==> config.mk <==
export PLATFORM = sky130hd
export DESIGN_NAME = findmax_fsm
export DESIGN_NICKNAME = d
export VERILOG_FILES = /design/src/rtl/findmax_pkg.sv /design/src/rtl/findmax_lat_pipe.sv /design/src/rtl/findmax_fsm.sv
export SDC_FILE = /design/constraint.sdc
export NUM_CORES = 1
export LEC_CHECK = 0
export BUFFER_PORTS_ARGS = -buffer_cell sky130_fd_sc_hd__buf_2
export CAP_MARGIN = 20
export CELL_PAD_IN_SITES_DETAIL_PLACEMENT = 2
export CELL_PAD_IN_SITES_GLOBAL_PLACEMENT = 2
export CORE_MARGIN = 2
export CORE_UTILIZATION = 30
export CTS_CLUSTER_DIAMETER = 50
export DETAILED_ROUTE_END_ITERATION = 7
export PLACE_DENSITY = 0.85
export SYNTH_ARGS = -nofsm -noshare
export SYNTH_HDL_FRONTEND = slang
export SYNTH_SLANG_ARGS = --single-unit
==> constraint.sdc <==
create_clock -name clk -period 1.71 [get_ports clk]
set_input_delay 0.342 -clock clk [delete_from_list [all_inputs] [get_ports clk]]
set_output_delay 0.342 -clock clk [all_outputs]
set_load 0.02 [all_outputs]
==> src/rtl/findmax_pkg.sv <==
// findmax_pkg: shared state encoding and default sizing for the BRAM max-finder
package findmax_pkg;
  localparam int DEF_ADDR_W = 4;
  localparam int DEF_DATA_W = 16;
  localparam int DEF_RD_LAT = 1;
  typedef enum logic [2:0] {IDLE, CLEAR, READ, DRAIN, DONE} state_t;
endpackage

==> src/rtl/findmax_lat_pipe.sv <==
// findmax_lat_pipe: DEPTH-stage 1-bit delay line with async active-low clear
module findmax_lat_pipe #(
  parameter int DEPTH = 1
) (
  input  logic clk,
  input  logic reset,
  input  logic d,
  output logic q
);
  logic [DEPTH-1:0] sr;
  always_ff @(posedge clk or negedge reset)
    if (!reset) sr <= '0;
    else begin
      sr[0] <= d;
      for (int i = 1; i < DEPTH; i++) sr[i] <= sr[i-1];
    end
  assign q = sr[DEPTH-1];
endmodule

==> src/rtl/findmax_fsm.sv <==
// findmax_fsm: scans BRAM addresses 0..last_addr and flags the cycles where douta is a valid word
module findmax_fsm
  import findmax_pkg::*;
#(
  parameter int ADDR_W = DEF_ADDR_W,
  parameter int RD_LAT = DEF_RD_LAT
) (
  input  logic              clk,
  input  logic              reset,
  input  logic              start,
  input  logic [ADDR_W-1:0] last_addr,
  output logic              ena,
  output logic [ADDR_W-1:0] addra,
  output logic              clear_max,
  output logic              startFromFSM,
  output logic              busy,
  output logic              done
);
  localparam int CW = $clog2(RD_LAT) + 1;
  state_t            state_q, state_d;
  logic [ADDR_W-1:0] addr_q, addr_d, lim_q, lim_d;
  logic [CW-1:0]     cnt_q, cnt_d;
  logic              at_lim, cnt_end;
  assign at_lim  = addr_q == lim_q;
  assign cnt_end = cnt_q == CW'(RD_LAT - 1);
  always_ff @(posedge clk or negedge reset)
    if (!reset) begin
      state_q <= IDLE;
      addr_q  <= '0;
      lim_q   <= '0;
      cnt_q   <= '0;
    end else begin
      state_q <= state_d;
      addr_q  <= addr_d;
      lim_q   <= lim_d;
      cnt_q   <= cnt_d;
    end
  // addr_q returns to 0 on the final READ so it never wraps and idles at 0
  always_comb begin
    state_d = state_q;
    addr_d  = addr_q;
    lim_d   = lim_q;
    cnt_d   = '0;
    case (state_q)
      IDLE: begin
        state_d = start ? CLEAR : IDLE;
        lim_d   = start ? last_addr : lim_q;
      end
      CLEAR: state_d = READ;
      READ: begin
        state_d = at_lim ? DRAIN : READ;
        addr_d  = at_lim ? '0 : addr_q + 1'b1;
      end
      DRAIN: begin
        state_d = cnt_end ? DONE : DRAIN;
        cnt_d   = cnt_end ? '0 : cnt_q + 1'b1;
      end
      default: state_d = IDLE;
    endcase
  end
  assign ena       = state_q == READ;
  assign addra     = addr_q;
  assign clear_max = state_q == CLEAR;
  assign busy      = state_q != IDLE;
  assign done      = state_q == DONE;
  findmax_lat_pipe #(.DEPTH(RD_LAT)) u_pipe (
    .clk  (clk),
    .reset(reset),
    .d    (ena),
    .q    (startFromFSM)
  );
endmodule
==> flow_metrics.tcl, run 1 <==
set metrics [dict create \
    grt_pass1_vias 441 \
    synth_top_cell_by_area "dfrtp_1" \
    synthCells 47 \
    grt_max_degree 13 \
    gp_congestion 0.682 \
    power_density_nw_per_um2 1990 \
    vias 413 \
    critPathBufInv 2 \
    fin_tns_setup_ns 0 \
    dr.pass1.iters 1 \
    synth.top_cells.by_area "dfrtp_1, mux2_1, xor2_1" \
    clk_pin_slew_worst_paths_ns 0.07 \
    rsz0062_at_grt "no" \
    drtIter0Drc 0 \
    finalSetupViolCount 0 \
    path_class "flop to primary output" \
    wire_per_inst_um 13.7 \
    core-area_um2 1750 \
    setup_ws_ns 0.0952 \
    path_delay_family "flip-flops" \
    cts_buffers 3 \
    switching_power_mw 0.631 \
    clock-sinks 12 \
    end_kind "primary output" \
    hold_violations 0 \
    worst-path-max-fanout 6 \
    grt_usage_pct 14.0 \
    outcome "completed" \
    initial_core_util_pct 32.2 \
    finalCritPeriodShare_pct 94.4 \
    synthAdderAreaFrac_pct 2.23 \
    antenna_found_initial 0 \
    synth-simple-area-share_pct 20.5 \
    crit_chain "nand2b_1, nand2b_4, inv_2, buf_4" \
    ant_nets 0 \
    grt_pass1_wl_um 2060 \
    hpwl_um 988 \
    peakVddDrop_mv 0.816 \
    netlist_area_um2 562 \
    crit_required_ns 1.37 \
    dieArea_um2 2230 \
    fmax_mhz 619 \
    die_h_um 47.3 \
    worst_pin_slew_ns 0.385 \
    area_growth_pct 27.4 \
    cp_slowest_cell "dfrtp_1" \
    power.share.clock_pct 11.8 \
    async_reset_ff_share_pct 100 \
    cts_tree "built" \
    ys_ff_latch 12 \
    crit_path_max_incr_delay_ns 0.41 \
    fin_nets 76 \
    rows 15 \
    fillers 205 \
    critPathLaunchType "flop" \
    drc 0 \
    combPwrFrac_pct 50.1 \
    syn_area_per_cell_um2 12.0 \
    layout.cells.most_common_list "buf_2, dfrtp_1, xor2_1, mux2_1" \
    post-synth-top-area-fraction_pct 53.5 \
    cts_max_level 1 \
    drv_slew 0 \
    synth.area.mux_share_pct 8.02 \
    synth-edff-count 0 \
    cts_root_buf "clkbuf_4" \
    synth_compound_gate_area_share_pct 7.57 \
    seqPwrFrac_pct 38.0 \
    drv_cap 0 \
    num_io_pins 16 \
    hp-class "primary input to flop" \
    relSlewSlack_pct 74.1 \
    via_per_inst 4.54 \
    ys_warn_count 0 \
    synth_nets 55 \
    die_w_um 47.3 \
    clockBufferDepth 2 \
    io_buffer_count 15 \
    fin_skew_ns 0.000690 \
    routed_wl_um 1250 \
    clk_latency_ns 0.26 \
    final_common_cell "buf_2" \
    leakage_nw 0.359 \
    synth_top_family_by_area "simple AND/OR/NAND/NOR gates" \
    antennaDiodeCount 0 \
    crit_arrival_ns 1.27 \
    grt.overflow.total 0 \
    layout_min_cycle_time_ns 1.61 \
    internal_power_mw 0.792 \
    netSwitchingFraction_pct 44.4 \
    yosysUniqueCellTypes 21 \
    drive_gt1_share_pct 37.9 \
    dp_slack_ns 0.207 \
    power.total_mw 1.42 \
    ys_seq_area_share_pct 53.5 \
    synth_ff_type "dfrtp_1" \
    synth_xor_area_share_pct 6.24 \
]
## stage by stage
step | hold WS (ns) | instance area (µm²) | std cells | util (%)
after detailed placement | 0.239 | 668 | 87 | 38.3
after floorplan | 0.0464 | 562 | 47 | -
after global routing | 0.296 | 716 | 91 | 41.0
after CTS | 0.287 | 706 | 91 | 40.4
after global placement | 0.235 | 668 | 87 | 38.3
final | 0.293 | 716 | 91 | 41.0
## sequential cells by signal (all words and copies together), names as in the netlist
register / flops
state_q: 3
u_pipe.q: 1
addra: 4
lim_q: 4
## cells by family (layout without fill, tap and decap cells)
family,Yosys count,in the layout
muxes,4,4
AOI/OAI and AO/OA,7,7
adders and majority gates,1,1
and+or+nand+nor,16,16
buffers and inverters,3,22
xor gates and xnor gates,4,4
DFF,12,12
## worst register-to-register path, stage by stage (launching register included)
cell and delay, ns:
dfrtp_1 0.46, xor2_1 0.20, nor4_4 0.42, o21ai_1 0.11, a21o_1 0.18
## cell type report
type / count / area, µm² / area share [%]
clock buffers: 3 / 22.5 / 3.15
flip-flops and latches: 12 / 300 / 42.0
well taps: 25 / 31.3 / 4.37
multi-input cells: 32 / 263 / 36.7
repair buffers: 16 / 87.6 / 12.2
inverters: 3 / 11.3 / 1.57
## path summary, 6_finish.rpt
path                               from  endpoint  slack, ns  depth (start not counted)
max                          state_q[2]       ena        0.1                          4
min                        last_addr[2]  lim_q[2]       0.29                          2
max reg2reg                    addra[0]  addra[2]       0.24                          4
min reg2reg                    lim_q[3]  lim_q[3]       0.52                          1
max in group asynchronous         reset  lim_q[0]       0.99                          2
min in group asynchronous         reset  lim_q[2]       0.50                          2
## synthesized netlist by cell type (2+ instances only)
cell type / instances
mux2_1: 4
dfrtp_1: 12
a21o_1: 3
nor3_1: 2
nand2b_1: 2
xor2_1: 4
inv_1: 3
nand2_1: 3
o21ai_0: 2
## power groups by stage
stage               Clock (mW)  Sequential, mW  Combinational, mW
CTS                      0.182           0.540              0.715
global placement             0           0.537              0.668
detailed placement           0           0.546              0.696
global route             0.191           0.567              0.791
finish                   0.169           0.541              0.714
floorplan                    0           0.577              0.452
## repair_timing
item                                    in CTS  in global routing
hold buffers                                 1                  0
resized for setup                            3                  2
hold endpoints to repair                    12                  0
buffers inserted                             0                  0
endpoints found under the setup margin       1                  1
## per-layer routing
layer,part of all wire (%),up-vias,global-route usage (%)
met3,3.5,2,2.31
met1,47,201,19.1
li1,-,201,-
met4,0.72,0,6.67
met2,48,9,21.4
met5,0,-,0
(Power assumes the default switching activity.)
==> inputs of run 2 (changes only) <==
==> constraint.sdc (replaced) <==
create_clock -name clk -period 1.8 [get_ports clk]
set_input_delay 0.36 -clock clk [delete_from_list [all_inputs] [get_ports clk]]
set_output_delay 0.36 -clock clk [all_outputs]
set_load 0.02 [all_outputs]
==> flow_metrics.tcl, run 2 (synthesized netlist as in run 1, its figures left out) <==
set metrics [dict create \
    outcome "completed" \
    fmax_mhz 587 \
    worst_pin_slew_ns 0.386 \
    final_common_cell "buf_2" \
    grt_pass1_vias 441 \
    crit_path_start "state_q[2]" \
    hp-class "primary input to flop" \
    clk_latency_ns 0.26 \
    path_delay_family "simple AND/OR/NAND/NOR gates" \
    finalCritPeriodShare_pct 94.6 \
    power.share.clock_pct 12.1 \
    end_kind "primary output" \
    layout_min_cycle_time_ns 1.70 \
    rsz0062_at_grt "no" \
    vias 416 \
    antenna_found_initial 0 \
    r2r-start "addra[0]" \
    peakVddDrop_mv 0.775 \
    power_density_nw_per_um2 1880 \
    routed_wl_um 1240 \
    hold_violations 0 \
    crit_chain "nand2b_1, nand2b_2, inv_2, buf_2" \
    wire_per_inst_um 13.6 \
    worstSetupPathDepth 4 \
    area_growth_pct 25.2 \
    cts_root_buf "clkbuf_4" \
    clk_pin_slew_worst_paths_ns 0.07 \
    worstReg2RegEnd "addra[2]" \
    initial_core_util_pct 32.2 \
    dieArea_um2 2230 \
    layout.cells.most_common_list "buf_2, dfrtp_1, xor2_1, mux2_1" \
    fin_tns_setup_ns 0 \
    drive_gt1_share_pct 36.4 \
    num_io_pins 16 \
    cp_slowest_cell "dfrtp_1" \
    grt_pass1_wl_um 2060 \
    antennaDiodeCount 0 \
    ant_nets 0 \
    cts_tree "built" \
    ff2ff_path_depth 4 \
    stdcell_count 91 \
    grt_max_degree 13 \
    worst-path-max-fanout 6 \
    hold_slack_ns 0.311 \
    seqPwrFrac_pct 38.6 \
    cts_buffers 3 \
    r2r_setup_slack_ns 0.33 \
    die_h_um 47.3 \
    drv_cap 0 \
    grt.overflow.total 0 \
    core-area_um2 1750 \
    rows 15 \
    dp_slack_ns 0.279 \
    relSlewSlack_pct 74.1 \
    internal_power_mw 0.735 \
    crit_path_max_incr_delay_ns 0.40 \
    drc 0 \
    via_per_inst 4.57 \
    crit_path_end "ena" \
    fin_skew_ns 0.00100 \
    grt_usage_pct 14.0 \
    finalSetupViolCount 0 \
    fin_nets 76 \
    crit_arrival_ns 1.34 \
    cts_setup_buffers 0 \
    path_class "flop to primary output" \
    setup_ws_ns 0.0965 \
    crit_required_ns 1.44 \
    netSwitchingFraction_pct 44.5 \
    die_w_um 47.3 \
    cts_max_level 1 \
    placed_cells 87 \
    critPathBufInv 2 \
    hpwl_um 988 \
    dr.pass1.iters 1 \
    critPathLaunchType "flop" \
    switching_power_mw 0.590 \
    gp_congestion 0.682 \
    io_buffer_count 15 \
    combPwrFrac_pct 49.3 \
    leakage_nw 0.348 \
    clockBufferDepth 2 \
    drtIter0Drc 0 \
    drv_slew 0 \
    clock-sinks 12 \
]
==> run 2: cell count changes in the layout (fill, tap and decap cells not counted) <==
cell	delta
nand2b_2	+1
nor3_1	+1
buf_2	+1
buf_4	-1
nand2b_4	-1
nor3_2	-1
==> run 2: cell type report <==
type                            count  area (µm²)
Fill cell                         204        1040
Inverter                            3        11.3
Multi-Input combinational cell     32         253
Sequential cell                    12         300
Timing Repair Buffer               16        85.1
Tap cell                           25        31.3
Clock buffer                        3        22.5
==> run 2: worst register-to-register path, stage by stage (launching register included) <==
cell,delay (ns)
dfrtp_1,0.46
xor2_1,0.20
nor4_4,0.42
o21ai_1,0.11
a21o_1,0.18
==> run 2: routing by layer <==
metal	GRT usage, %	part of all wire, %	up-vias	routed length, µm
met5	0	0	-	0
met4	6.67	0.73	0	9
met3	2.31	3.5	2	43
met2	21.4	49	9	602
met1	19.1	47	203	585
li1	-	-	202	-
==> run 2: worst min path at each step <==
stage	startpoint	cells past startpoint	end	slack, ns
CTS	last_addr[2]	2	lim_q[2]	0.30
detailed placement	reset	1	addra[3]	0.26
floorplan	reset	0	addra[0]	0.06
global placement	reset	1	addra[3]	0.25
finish	last_addr[2]	2	lim_q[2]	0.31
global route	last_addr[1]	2	lim_q[1]	0.31
==> run 2: power by group through the flow <==
stage | clock, mW | combinational [mW] | sequential, mW
after floorplan | 0 | 0.430 | 0.548
after global placement | 0 | 0.635 | 0.510
after detailed placement | 0 | 0.661 | 0.519
after CTS | 0.172 | 0.666 | 0.513
after global routing | 0.182 | 0.728 | 0.535
final | 0.160 | 0.654 | 0.511
==> run 2: through the flow <==
| stage | utilization [%] | total power, mW | instance area [µm²] |
|---|---|---|---|
| 2_1_floorplan | - | 0.978 | 562 |
| 6_report | 40.3 | 1.32 | 703 |
| 3_3_place_gp | 38.3 | 1.15 | 668 |
| 5_1_grt | 40.3 | 1.44 | 703 |
| 3_5_place_dp | 38.3 | 1.18 | 668 |
| 4_1_cts | 40.1 | 1.35 | 701 |
==> run 2: timing repair <==
item	4_1_cts	5_1_grt
hold buffers	1	0
resized for setup	1	1
hold endpoints to repair	12	0
setup endpoints to repair	1	1
